File: config.mk
export PLATFORM = sky130hd
export DESIGN_NAME = apb_master_flat
export DESIGN_NICKNAME = d
export VERILOG_FILES = /design/src/rtl/apb_pkg.sv /design/src/rtl/apb_master_if.sv /design/src/rtl/apb_timeout_cnt.sv /design/src/rtl/apb_master.sv /design/src/flat_wrapper.sv
export SDC_FILE = /design/constraint.sdc
export NUM_CORES = 1
export LEC_CHECK = 0
export ABC_CLOCK_PERIOD_IN_PS = 2700
export CAP_MARGIN = 10
export CORE_MARGIN = 10
export CORE_UTILIZATION = 37
export CTS_BUF_LIST = sky130_fd_sc_hd__clkbuf_8
export CTS_CLUSTER_DIAMETER = 120
export DETAILED_ROUTE_END_ITERATION = 10
export PLACE_DENSITY = 0.9
export SLEW_MARGIN = 10
export SYNTH_ARGS = -nofsm -noshare
export SYNTH_HDL_FRONTEND = slang
export SYNTH_SLANG_ARGS = --single-unit
export TNS_END_PERCENT = 50
File: constraint.sdc
create_clock -name PCLK -period 2.7 [get_ports PCLK]
set_input_delay 0.54 -clock PCLK [delete_from_list [all_inputs] [get_ports PCLK]]
set_output_delay 0.54 -clock PCLK [all_outputs]
set_load 0.02 [all_outputs]
File: src/rtl/apb_pkg.sv
// apb_pkg: shared types and default widths for the APB master.
// Holds the transfer FSM state encoding and default bus widths.
package apb_pkg;

    // Default APB address and data widths.
    localparam int APB_ADDWIDTH  = 8;
    localparam int APB_DATAWIDTH = 32;

    // Transfer FSM: IDLE waits for a command, SETUP drives the first
    // APB phase, ACCESS holds until the slave completes (or timeout).
    typedef enum logic [1:0] {
        IDLE   = 2'd0,
        SETUP  = 2'd1,
        ACCESS = 2'd2
    } apb_state_t;

endpackage

File: src/rtl/apb_master_if.sv
// apb_master_if: command/response handshake plus APB bus signals.
// Ports (master view): cmd_valid/write/addr/wdata/strb in,
//   cmd_ready out; rsp_valid/rdata/timeout out; PSEL, PENABLE,
//   PWRITE, PADDR, PWDATA, PSTRB out; PREADY, PRDATA in.
//   The slave modport is the mirror image, used by the bus model.
interface apb_master_if
    import apb_pkg::*;
#(
    parameter int ADDWIDTH  = APB_ADDWIDTH,
    parameter int DATAWIDTH = APB_DATAWIDTH
) ();

    // Command side
    logic                   cmd_valid;
    logic                   cmd_ready;
    logic                   cmd_write;
    logic [ADDWIDTH-1:0]    cmd_addr;
    logic [DATAWIDTH-1:0]   cmd_wdata;
    logic [DATAWIDTH/8-1:0] cmd_strb;

    // Response side
    logic                   rsp_valid;
    logic [DATAWIDTH-1:0]   rsp_rdata;
    logic                   rsp_timeout;

    // APB side
    logic                   PSEL;
    logic                   PENABLE;
    logic                   PWRITE;
    logic [ADDWIDTH-1:0]    PADDR;
    logic [DATAWIDTH-1:0]   PWDATA;
    logic [DATAWIDTH/8-1:0] PSTRB;
    logic                   PREADY;
    logic [DATAWIDTH-1:0]   PRDATA;

    modport master (
        input  cmd_valid, cmd_write, cmd_addr, cmd_wdata, cmd_strb,
        output cmd_ready,
        output rsp_valid, rsp_rdata, rsp_timeout,
        output PSEL, PENABLE, PWRITE, PADDR, PWDATA, PSTRB,
        input  PREADY, PRDATA
    );

    modport slave (
        output cmd_valid, cmd_write, cmd_addr, cmd_wdata, cmd_strb,
        input  cmd_ready,
        input  rsp_valid, rsp_rdata, rsp_timeout,
        input  PSEL, PENABLE, PWRITE, PADDR, PWDATA, PSTRB,
        output PREADY, PRDATA
    );

endinterface

File: src/rtl/apb_timeout_cnt.sv
// apb_timeout_cnt: counts consecutive stalled ACCESS cycles.
// Ports: clk, rst (async, active-high); clear restarts the count;
//   inc marks a stalled cycle; expired is high in the stalled cycle
//   that reaches LIMIT, so the FSM can abort at the following edge.
module apb_timeout_cnt #(
    parameter int LIMIT = 16
) (
    input  logic clk,
    input  logic rst,
    input  logic clear,
    input  logic inc,
    output logic expired
);

    localparam int W = (LIMIT > 1) ? $clog2(LIMIT) : 1;
    localparam logic [W-1:0] LAST = W'(LIMIT - 1);

    logic [W-1:0] cnt;

    // cnt holds the stalled cycles already seen, so the current
    // stalled cycle is the LIMIT-th one when cnt == LIMIT-1.
    assign expired = inc && (cnt == LAST);

    always_ff @(posedge clk or posedge rst) begin
        if (rst) begin
            cnt <= '0;
        end else if (clear) begin
            cnt <= '0;
        end else if (inc && !expired) begin
            cnt <= cnt + 1'b1;
        end
    end

endmodule

File: src/rtl/apb_master.sv
// apb_master: turns single commands into APB SETUP/ACCESS transfers
// and returns a one-cycle response pulse on completion.
// Ports: PCLK, PRESET (async, active-high), bus (apb_master_if.master)
//   carrying the cmd_*, rsp_* and APB signals.
// Optional: define APB_MASTER_TIMEOUT_EN to abort ACCESS after
//   TIMEOUT_CYCLES stalled cycles with rsp_timeout=1.
module apb_master
    import apb_pkg::*;
#(
    parameter int ADDWIDTH       = APB_ADDWIDTH,
    parameter int DATAWIDTH      = APB_DATAWIDTH,
    parameter int TIMEOUT_CYCLES = 16
) (
    input  logic         PCLK,
    input  logic         PRESET,
    apb_master_if.master bus
);

    localparam int SW = DATAWIDTH / 8;

    apb_state_t state;
    apb_state_t state_nxt;

    logic cmd_ready;
    logic psel;
    logic penable;
    logic accept;
    logic done_ok;
    logic tmo;

    // Latched request; held through IDLE until the next command.
    logic                 pwrite_q;
    logic [ADDWIDTH-1:0]  paddr_q;
    logic [DATAWIDTH-1:0] pwdata_q;
    logic [SW-1:0]        pstrb_q;

    // Response registers.
    logic                 rsp_valid_q;
    logic [DATAWIDTH-1:0] rsp_rdata_q;

    assign accept  = bus.cmd_valid && cmd_ready;
    assign done_ok = (state == ACCESS) && bus.PREADY;

`ifdef APB_MASTER_TIMEOUT_EN
    logic rsp_tmo_q;

    apb_timeout_cnt #(
        .LIMIT (TIMEOUT_CYCLES)
    ) u_timeout_cnt (
        .clk     (PCLK),
        .rst     (PRESET),
        .clear   (state == SETUP),
        .inc     ((state == ACCESS) && !bus.PREADY),
        .expired (tmo)
    );

    always_ff @(posedge PCLK or posedge PRESET) begin
        if (PRESET) begin
            rsp_tmo_q <= 1'b0;
        end else begin
            rsp_tmo_q <= tmo;
        end
    end

    assign bus.rsp_timeout = rsp_tmo_q;
`else
    // No timeout: ACCESS waits for PREADY forever.
    logic unused_timeout_cycles;

    assign unused_timeout_cycles = |TIMEOUT_CYCLES;
    assign tmo                   = 1'b0;
    assign bus.rsp_timeout       = 1'b0;
`endif

    // State register
    always_ff @(posedge PCLK or posedge PRESET) begin
        if (PRESET) begin
            state <= IDLE;
        end else begin
            state <= state_nxt;
        end
    end

    // Next-state logic
    always_comb begin
        state_nxt = state;
        unique case (state)
            IDLE: begin
                if (accept) begin
                    state_nxt = SETUP;
                end
            end
            SETUP: begin
                state_nxt = ACCESS;
            end
            ACCESS: begin
                if (done_ok || tmo) begin
                    state_nxt = IDLE;
                end
            end
            default: begin
                state_nxt = IDLE;
            end
        endcase
    end

    // Output decode; PSEL/PENABLE come straight from state so reset
    // clears them without waiting for a clock edge.
    always_comb begin
        cmd_ready = 1'b0;
        psel      = 1'b0;
        penable   = 1'b0;
        unique case (state)
            IDLE: begin
                cmd_ready = 1'b1;
            end
            SETUP: begin
                psel = 1'b1;
            end
            ACCESS: begin
                psel    = 1'b1;
                penable = 1'b1;
            end
            default: begin
                cmd_ready = 1'b0;
            end
        endcase
    end

    // Request latch; reads drive zero data and zero strobes.
    always_ff @(posedge PCLK or posedge PRESET) begin
        if (PRESET) begin
            pwrite_q <= 1'b0;
            paddr_q  <= '0;
            pwdata_q <= '0;
            pstrb_q  <= '0;
        end else if (accept) begin
            pwrite_q <= bus.cmd_write;
            paddr_q  <= bus.cmd_addr;
            pwdata_q <= bus.cmd_write ? bus.cmd_wdata : '0;
            pstrb_q  <= bus.cmd_write ? bus.cmd_strb : '0;
        end
    end

    // Response: one-cycle pulse, rdata held until the next completion.
    always_ff @(posedge PCLK or posedge PRESET) begin
        if (PRESET) begin
            rsp_valid_q <= 1'b0;
            rsp_rdata_q <= '0;
        end else begin
            rsp_valid_q <= done_ok || tmo;
            if (done_ok) begin
                rsp_rdata_q <= pwrite_q ? '0 : bus.PRDATA;
            end else if (tmo) begin
                rsp_rdata_q <= '0;
            end
        end
    end

    assign bus.cmd_ready = cmd_ready;
    assign bus.PSEL      = psel;
    assign bus.PENABLE   = penable;
    assign bus.PWRITE    = pwrite_q;
    assign bus.PADDR     = paddr_q;
    assign bus.PWDATA    = pwdata_q;
    assign bus.PSTRB     = pstrb_q;
    assign bus.rsp_valid = rsp_valid_q;
    assign bus.rsp_rdata = rsp_rdata_q;

endmodule

File: src/flat_wrapper.sv
// flat-port wrapper written by rule: the top's interface ports become plain ports
module apb_master_flat import apb_pkg::*;
#(
    parameter int ADDWIDTH       = APB_ADDWIDTH,
    parameter int DATAWIDTH      = APB_DATAWIDTH,
    parameter int TIMEOUT_CYCLES = 16
)
  (PCLK, PRESET, bus_cmd_valid, bus_cmd_write, bus_cmd_addr, bus_cmd_wdata, bus_cmd_strb, bus_cmd_ready, bus_rsp_valid, bus_rsp_rdata, bus_rsp_timeout, bus_PSEL, bus_PENABLE, bus_PWRITE, bus_PADDR, bus_PWDATA, bus_PSTRB, bus_PREADY, bus_PRDATA);
  apb_master_if #(.ADDWIDTH(ADDWIDTH), .DATAWIDTH(DATAWIDTH)) bus_i ();
  input  logic PCLK;
  input  logic PRESET;
  input wire logic [$bits(bus_i.cmd_valid)-1:0] bus_cmd_valid;
  input wire logic [$bits(bus_i.cmd_write)-1:0] bus_cmd_write;
  input wire logic [$bits(bus_i.cmd_addr)-1:0] bus_cmd_addr;
  input wire logic [$bits(bus_i.cmd_wdata)-1:0] bus_cmd_wdata;
  input wire logic [$bits(bus_i.cmd_strb)-1:0] bus_cmd_strb;
  output wire logic [$bits(bus_i.cmd_ready)-1:0] bus_cmd_ready;
  output wire logic [$bits(bus_i.rsp_valid)-1:0] bus_rsp_valid;
  output wire logic [$bits(bus_i.rsp_rdata)-1:0] bus_rsp_rdata;
  output wire logic [$bits(bus_i.rsp_timeout)-1:0] bus_rsp_timeout;
  output wire logic [$bits(bus_i.PSEL)-1:0] bus_PSEL;
  output wire logic [$bits(bus_i.PENABLE)-1:0] bus_PENABLE;
  output wire logic [$bits(bus_i.PWRITE)-1:0] bus_PWRITE;
  output wire logic [$bits(bus_i.PADDR)-1:0] bus_PADDR;
  output wire logic [$bits(bus_i.PWDATA)-1:0] bus_PWDATA;
  output wire logic [$bits(bus_i.PSTRB)-1:0] bus_PSTRB;
  input wire logic [$bits(bus_i.PREADY)-1:0] bus_PREADY;
  input wire logic [$bits(bus_i.PRDATA)-1:0] bus_PRDATA;
  assign bus_i.cmd_valid = bus_cmd_valid;
  assign bus_i.cmd_write = bus_cmd_write;
  assign bus_i.cmd_addr = bus_cmd_addr;
  assign bus_i.cmd_wdata = bus_cmd_wdata;
  assign bus_i.cmd_strb = bus_cmd_strb;
  assign bus_cmd_ready = bus_i.cmd_ready;
  assign bus_rsp_valid = bus_i.rsp_valid;
  assign bus_rsp_rdata = bus_i.rsp_rdata;
  assign bus_rsp_timeout = bus_i.rsp_timeout;
  assign bus_PSEL = bus_i.PSEL;
  assign bus_PENABLE = bus_i.PENABLE;
  assign bus_PWRITE = bus_i.PWRITE;
  assign bus_PADDR = bus_i.PADDR;
  assign bus_PWDATA = bus_i.PWDATA;
  assign bus_PSTRB = bus_i.PSTRB;
  assign bus_i.PREADY = bus_PREADY;
  assign bus_i.PRDATA = bus_PRDATA;
  apb_master #(.ADDWIDTH(ADDWIDTH), .DATAWIDTH(DATAWIDTH), .TIMEOUT_CYCLES(TIMEOUT_CYCLES)) u_core (.PCLK(PCLK), .PRESET(PRESET), .bus(bus_i));
endmodule
==> results of run 1 <==
[cells by family after synthesis]
group / Yosys count / synth area share (%)
simple gates: 139 / 18.5
flops: 80 / 61.1
buf+inv: 28 / 3.89
other cells: 1 / 0.114
fa+ha+maj: 3 / 1.15
compound gates: 71 / 10.9
mux: 10 / 4.35
[Yosys cell counts, types with 2 or more instances]
library cell,count
sky130_fd_sc_hd__mux2_4,8
sky130_fd_sc_hd__inv_1,5
sky130_fd_sc_hd__clkbuf_1,11
sky130_fd_sc_hd__dfrtp_1,80
sky130_fd_sc_hd__ha_1,3
sky130_fd_sc_hd__o21ai_1,2
sky130_fd_sc_hd__nand2b_1,32
sky130_fd_sc_hd__nand2_1,105
sky130_fd_sc_hd__o21ai_0,67
sky130_fd_sc_hd__mux2_2,2
sky130_fd_sc_hd__buf_2,9
[per-layer routing]
layer | routed length (µm) | global-route usage [%] | up-vias
met1 | 3740 | 15.7 | 1248
met5 | 0 | 0 | -
li1 | - | - | 1366
met2 | 4510 | 23.7 | 116
met4 | 207 | 5.85 | 0
met3 | 1090 | 7.13 | 18
[final timing paths]
path | depth (start not counted) | end | slack, ns | from
max in group asynchronous | 3 | u_core.bus.PWDATA[30]$_DFFE_PP0P_ | 1.62 | PRESET
worst max-delay path | 3 | bus_cmd_ready | 0.45 | u_core.state[1]$_DFFE_PP0P_
worst min-delay path | 2 | u_core.bus.PWDATA[31]$_DFFE_PP0P_ | 0.48 | u_core.bus.PWDATA[31]$_DFFE_PP0P_
worst min register to register | 2 | u_core.bus.PWDATA[31]$_DFFE_PP0P_ | 0.48 | u_core.bus.PWDATA[31]$_DFFE_PP0P_
min in group asynchronous | 2 | u_core.bus.PWDATA[20]$_DFFE_PP0P_ | 0.51 | PRESET
worst max register to register | 5 | u_core.bus.rsp_rdata[17]$_DFFE_PP0P_ | 0.89 | u_core.state[0]$_DFFE_PP0P_
[sequential cells by signal, summed over array words and instances (netlist names)]
| register | flops |
|---|---|
| u_core.state | 2 |
| u_core.bus.rsp_valid | 1 |
| u_core.bus.rsp_rdata | 32 |
| u_core.bus.PADDR | 8 |
| u_core.bus.PSTRB | 4 |
| u_core.bus.PWRITE | 1 |
| u_core.bus.PWDATA | 32 |
[layout by cell type, fill, tap and decap left out, drive strengths merged, types with 5 or more instances in the layout]
| master | n |
|---|---|
| clkdlybuf4s50 | 161 |
| nand2 | 106 |
| mux2 | 10 |
| dfrtp | 80 |
| o21ai | 69 |
| clkbuf | 10 |
| inv | 5 |
| nand2b | 32 |
| buf | 5 |
[final cells by class]
cell class / instances / share of cell area (%)
inverters: 5 / 0.388
flip-flops and latches: 80 / 38.8
multi-input cells: 224 / 22.3
well taps: 108 / 2.62
repair buffers: 166 / 32.5
clock inverters: 6 / 0.704
clock buffers: 10 / 2.67
[report_power, final]
group	switching, mW	internal (mW)
registers	0.271	1.71
clock network	0.430	0.353
logic	1.46	1.38
total	2.16	3.44
[worst reg2reg max path, stage by stage, from the launching register on]
cell and delay, ns:
sky130_fd_sc_hd__dfrtp_1 0.39, sky130_fd_sc_hd__inv_1 0.09, sky130_fd_sc_hd__ha_1 0.21, sky130_fd_sc_hd__nand2_2 0.54, sky130_fd_sc_hd__nand2_1 0.30, sky130_fd_sc_hd__o21ai_0 0.12
==> load_flow_metrics.sql, run 1 <==
INSERT INTO impl_metrics (metric_group, metric, value, unit) VALUES
('floorplanning', 'chipHeight', '114', 'µm'),
('placement', 'place_inst', '583', ''),
('sta', 'timing.clock.skew', '0.00807', 'ns'),
('synth', 'number_of_flops_mapped_to_enable_cells_by_yosys', '0', ''),
('setup_path', 'crit_required', '2.16', 'ns'),
('final_layout', 'multiInputGateArea', '1150', 'µm²'),
('job', 'cap_viol_max_count', '0', ''),
('floorplanning', 'design.portCount', '163', ''),
('sta', 'layout_setup_ws', '0.451', 'ns'),
('power', 'power_density', '1090', 'nW/µm²'),
('sta', 'setup_tns', '0', 'ns'),
('synth', 'post_synth_main_area_contributors', 'sky130_fd_sc_hd__dfrtp_1, sky130_fd_sc_hd__nand2_1, sky130_fd_sc_hd__o21ai_0, sky130_fd_sc_hd__nand2b_1, sky130_fd_sc_hd__mux2_4', ''),
('synth', 'synth_top_flop_cell', 'sky130_fd_sc_hd__dfrtp_1', ''),
('floorplanning', 'start_util', '37.8', '%'),
('placement', 'finalWeightedCongestion', '0.762', ''),
('clock_tree', 'clk_root_buffer_cell', 'sky130_fd_sc_hd__clkbuf_8', ''),
('floorplanning', 'area_of_the_placeable_core', '8680', 'µm²'),
('clock_tree', 'cts-buffers-inserted', '9', ''),
('final_layout', 'num_antenna_cells', '0', ''),
('detailed_routing', 'vias_per_cell', '4.59', ''),
('detailed_routing', 'routed_wl', '9550', 'µm'),
('clock_tree', 'cts_post_setup_buffers_inserted', '0', ''),
('synth', 'synth-warning-count', '0', ''),
('placement', 'dp_slack', '0.539', 'ns'),
('final_layout', 'final_cell_area', '5160', 'µm²'),
('setup_path', 'worstPathBufferInverterCount', '2', ''),
('sta', 'unrepaired_setup_endpoints_after_global_routing', 'no', ''),
('setup_path', 'crit_fanout', '4', ''),
('floorplanning', 'rows', '34', ''),
('detailed_routing', 'route.vias.total', '2748', ''),
('final_layout', 'sequential_cell_area', '2000', 'µm²'),
('synth', 'netlist_instances', '332', ''),
('sta', 'fin_worst_hold_slack', '0.481', 'ns'),
('power', 'cellLeakagePower', '2.27', 'nW'),
('placement', 'place_area', '4980', 'µm²'),
('final_layout', 'flow.area_growth_from_synthesis', '57.3', '%'),
('detailed_routing', 'drc_errors', '0', ''),
('setup_path', 'timing.critical_path.arrival', '1.71', 'ns'),
('setup_path', 'cell_with_the_largest_stage_delay_on_the_worst_path', 'sky130_fd_sc_hd__clkdlybuf4s50_1', ''),
('clock_tree', 'worstSkewPairLatency', '0.34', 'ns'),
('clock_tree', 'tritoncts', 'yes', ''),
('sta', 'maxSlewViolCount', '0', ''),
('synth', 'synth_area', '3280', 'µm²'),
('setup_path', 'setup.worst_path.class', 'register to output port', ''),
('detailed_routing', 'antenna_violating_nets_post_route', '0', ''),
('clock_tree', 'ctsHoldBuffers', '0', ''),
('final_layout', 'final_nets', '570', ''),
('final_layout', 'stdcell_count', '599', ''),
('synth', 'syn_nets', '416', ''),
('final_layout', 'fillCellCount', '728', ''),
('synth', 'yosysSeqAreaShare', '61.1', '%'),
('global_route', 'grt_pass1_wl', '15300', 'µm'),
('clock_tree', 'ctsLongestPathBuffers', '2', ''),
('sta', 'final-setup-viol-count', '0', ''),
('placement', 'placement.io_buffers', '161', ''),
('sta', 'final.min_clock_period', '2.25', 'ns'),
('clock_tree', 'clock_sinks', '80', ''),
('sta', 'achievable-frequency', '445', 'MHz'),
('global_route', 'maximum_number_of_pins_on_one_net_before_global_route_repair', '82', ''),
('sta', 'max_slew.worst_pin.slew', '0.924', 'ns'),
('sta', 'maxSlewHeadroom', '38.2', '%'),
('synth', 'synthDominantAreaCellType', 'sky130_fd_sc_hd__dfrtp_1', ''),
('synth', 'postSynthRegisterBits', '80', ''),
('detailed_routing', 'drtIter0Drc', '95', ''),
('power', 'power.ir.vdd_worst', '0.523', 'mV'),
('detailed_routing', 'wire_per_inst', '15.9', 'µm'),
('power', 'total_power', '5.60', 'mW'),
('synth', 'yosysUniqueCellTypes', '19', ''),
('status', 'run_status', 'completed', ''),
('sta', 'hold_viol_final', '0', ''),
('final_layout', 'finalCoreUtilization', '59.4', '%');
Power figures use the tool's default switching activity.
==> inputs of run 2 (changes only) <==
--- a/config.mk
+++ b/config.mk
@@ -5,14 +5,14 @@
 export SDC_FILE = /design/constraint.sdc
 export NUM_CORES = 1
 export LEC_CHECK = 0
-export ABC_CLOCK_PERIOD_IN_PS = 2700
+export ABC_CLOCK_PERIOD_IN_PS = 2100
 export CAP_MARGIN = 10
 export CORE_MARGIN = 10
-export CORE_UTILIZATION = 37
+export CORE_UTILIZATION = 40
 export CTS_BUF_LIST = sky130_fd_sc_hd__clkbuf_8
 export CTS_CLUSTER_DIAMETER = 120
 export DETAILED_ROUTE_END_ITERATION = 10
-export PLACE_DENSITY = 0.9
+export PLACE_DENSITY = 0.92
 export SLEW_MARGIN = 10
 export SYNTH_ARGS = -nofsm -noshare
 export SYNTH_HDL_FRONTEND = slang
==> constraint.sdc (replaced) <==
create_clock -name PCLK -period 2.1 [get_ports PCLK]
set_input_delay 0.42 -clock PCLK [delete_from_list [all_inputs] [get_ports PCLK]]
set_output_delay 0.42 -clock PCLK [all_outputs]
set_load 0.02 [all_outputs]
==> run 2 against run 1 <==
Net effect: combinational power increased by 29%; core utilization rose by 7.2 points; die area is 6.2% lower; total power is 33% higher; via count increased by 0.69%; clock-buffer cell count fell by 1; global-route usage is 1.1 points higher; hold slack hardly changed; clock power increased by 56%; worst setup slack got worse by 0.19 ns; largest cell class unchanged.
==> load_flow_metrics.sql, run 2 (same netlist as run 1, synthesis figures left out) <==
INSERT INTO impl_metrics (metric_group, metric, value, unit) VALUES
('final_layout', 'flow.area_growth_from_synthesis', '59.4', '%'),
('detailed_routing', 'route.vias.total', '2767', ''),
('placement', 'dp_hpwl', '7450', 'µm'),
('detailed_routing', 'drtIter0Drc', '90', ''),
('power', 'power_density', '1430', 'nW/µm²'),
('setup_path', 'crit_required', '1.68', 'ns'),
('min_path', 'holdPathStages', '2', ''),
('global_route', 'track_usage', '15.6', '%'),
('setup_path', 'endpoint_kind', 'output port', ''),
('clock_tree', 'ctsLongestPathBuffers', '2', ''),
('floorplanning', 'chipHeight', '111', 'µm'),
('clock_tree', 'htree_levels', '3', ''),
('final_layout', 'num_antenna_cells', '0', ''),
('sta', 'achievable-frequency', '544', 'MHz'),
('sta', 'setup_tns', '0', 'ns'),
('setup_path', 'setup.worst_path.class', 'register to output port', ''),
('setup_path', 'setup.worst_path.start_class', 'register', ''),
('sta', 'timing.clock.skew', '0.00787', 'ns'),
('floorplanning', 'design.portCount', '163', ''),
('setup_path', 'crit_fanout', '4', ''),
('setup_path', 'worst-r2r-setup-slack', '0.51', 'ns'),
('status', 'run_status', 'completed', ''),
('min_path', 'min_from', 'u_core.bus.PWDATA[4]$_DFFE_PP0P_', ''),
('sta', 'final.min_clock_period', '1.84', 'ns'),
('min_path', 'timing.hold.worst.class', 'register to register', ''),
('detailed_routing', 'antenna_violating_nets_post_route', '0', ''),
('final_layout', 'final_cell_area', '5220', 'µm²'),
('detailed_routing', 'wire_per_inst', '16.1', 'µm'),
('power', 'cellLeakagePower', '2.32', 'nW'),
('sta', 'unrepaired_setup_endpoints_after_global_routing', 'no', ''),
('placement', 'place_area', '5000', 'µm²'),
('clock_tree', 'worst_setup_hold_path_clk_slew', '0.08', 'ns'),
('placement', 'finalWeightedCongestion', '0.786', ''),
('floorplanning', 'start_util', '41.8', '%'),
('setup_path', 'timing.critical_path.arrival', '1.42', 'ns'),
('final_layout', 'most_frequent_cells_in_the_layout', 'sky130_fd_sc_hd__clkdlybuf4s50_1, sky130_fd_sc_hd__nand2_1, sky130_fd_sc_hd__dfrtp_1', ''),
('final_layout', 'final_nets', '572', ''),
('sta', 'min_period_over_period', '87.5', '%'),
('clock_tree', 'clk_root_buffer_cell', 'sky130_fd_sc_hd__clkbuf_8', ''),
('clock_tree', 'tritoncts', 'yes', ''),
('floorplanning', 'rows', '32', ''),
('detailed_routing', 'detail_route.first_pass.iterations', '4', ''),
('final_layout', 'post_route_cells_drive_above_1_share', '7.30', '%'),
('floorplanning', 'fp.dieArea', '12200', 'µm²'),
('placement', 'placement.io_buffers', '161', ''),
('floorplanning', 'area_of_the_placeable_core', '7850', 'µm²'),
('global_route', 'antenna_found_initial', '0', ''),
('min_path', 'min_delay_worst_endpoint', 'u_core.bus.PWDATA[4]$_DFFE_PP0P_', ''),
('setup_path', 'reg2reg_from', 'u_core.state[0]$_DFFE_PP0P_', ''),
('setup_path', 'critical_path.cell_chain', 'inv_1 -> ha_1 -> dlygate4sd2_1', ''),
('detailed_routing', 'drc_errors', '0', ''),
('clock_tree', 'worstSkewPairLatency', '0.34', 'ns'),
('setup_path', 'worst_r2r_endpoint', 'u_core.bus.PWDATA[31]$_DFFE_PP0P_', ''),
('sta', 'final-setup-viol-count', '0', ''),
('sta', 'hold_viol_final', '0', ''),
('setup_path', 'rr_worst_depth', '5', ''),
('floorplanning', 'dieWidth', '111', 'µm'),
('global_route', 'first_global_vias', '2840', ''),
('final_layout', 'layout_commonest_cell', 'sky130_fd_sc_hd__clkdlybuf4s50_1', ''),
('setup_path', 'worstSetupPathDepth', '3', ''),
('power', 'power.ir.vdd_worst', '0.725', 'mV'),
('setup_path', 'cp_slowest_stage_delay', '0.39', 'ns'),
('global_route', 'maximum_number_of_pins_on_one_net_before_global_route_repair', '81', ''),
('setup_path', 'worstPathBufferInverterCount', '2', ''),
('setup_path', 'critPathTopFamily', 'buffers and inverters', ''),
('detailed_routing', 'vias_per_cell', '4.65', ''),
('sta', 'maxSlewViolCount', '0', ''),
('clock_tree', 'cts-buffers-inserted', '9', ''),
('clock_tree', 'clock_sinks', '80', ''),
('detailed_routing', 'routed_wl', '9560', 'µm'),
('setup_path', 'cell_with_the_largest_stage_delay_on_the_worst_path', 'sky130_fd_sc_hd__dfrtp_1', ''),
('global_route', 'grt_pass1_wl', '15600', 'µm'),
('global_route', 'globalRoute.totalOverflow', '0', ''),
('job', 'cap_viol_max_count', '0', '');
run 2: changes by cell type in the layout (fill, tap and decap cells not counted), sizes merged:
cell and delta:
dlygate4sd2 +2, clkdlybuf4s50 -3, clkinvlp -1, clkbuf -1, buf +2, dlymetal6s2s +1, bufinv +2
run 2: worst max path at each step:
stage                                start                           endpoint  slack (ns)
2_1_floorplan  u_core.state[0]$_DFFE_PP0P_    u_core.bus.PADDR[0]$_DFFE_PP0P_        0.59
6_report       u_core.state[0]$_DFFE_PP0P_                      bus_cmd_ready        0.26
3_5_place_dp                 bus_cmd_valid  u_core.bus.PWDATA[31]$_DFFE_PP0P_        0.29
3_3_place_gp                 bus_cmd_valid      u_core.bus.PWRITE$_DFFE_PP0P_        0.34
4_1_cts        u_core.state[0]$_DFFE_PP0P_                        bus_PENABLE       0.003
5_1_grt        u_core.state[1]$_DFFE_PP0P_                      bus_cmd_ready        0.17
run 2: through the flow:
step / worst slack [ns] / std cells / hold slack [ns] / utilization [%] / power [mW]
2_1_floorplan: 0.590 / 332 / 0.507 / - / 4.42
3_3_place_gp: 0.339 / 579 / 0.460 / 63.8 / 6.20
3_5_place_dp: 0.288 / 579 / 0.472 / 63.8 / 6.36
4_1_cts: 0.00340 / 595 / 0.490 / 66.5 / 7.58
5_1_grt: 0.174 / 595 / 0.518 / 66.6 / 7.97
6_report: 0.262 / 595 / 0.481 / 66.6 / 7.48
run 2: final cells by class:
cell class | instances | area [µm²]
sequential | 80 | 2000
tap | 102 | 128
inverter | 5 | 22.5
fill | 596 | 2620
timing repair buffer | 168 | 1700
multi-input combinational | 224 | 1150
clock buffer | 9 | 124
clock inverter | 7 | 95.1
run 2: report_power, final:
part	switching, mW	internal [mW]	total (mW)
Sequential	0.373	2.19	2.57
Clock	0.552	0.671	1.22
Combinational	1.90	1.78	3.69
run 2: worst min-delay path: stages (launching register included):
cell,delay [ns]
sky130_fd_sc_hd__dfrtp_1,0.35
sky130_fd_sc_hd__nand2_1,0.05
sky130_fd_sc_hd__o21ai_0,0.06
run 2: repair_timing:
item                                    in CTS  in global routing
hold buffers                                 0                  0
buffers inserted                             0                  0
endpoints found under the setup margin       2                  1
resized for setup                            2                  1
run 2: per-layer routing:
| layer | share of wire (%) | vias up | global-route usage [%] | routed length (µm) |
|---|---|---|---|---|
| li1 | - | 1371 | - | - |
| met1 | 42 | 1269 | 18.0 | 3990 |
| met2 | 47 | 121 | 25.0 | 4500 |
| met3 | 10 | 6 | 7.51 | 969 |
| met4 | 1.0 | 0 | 4.84 | 97 |
| met5 | 0 | - | 0 | 0 |
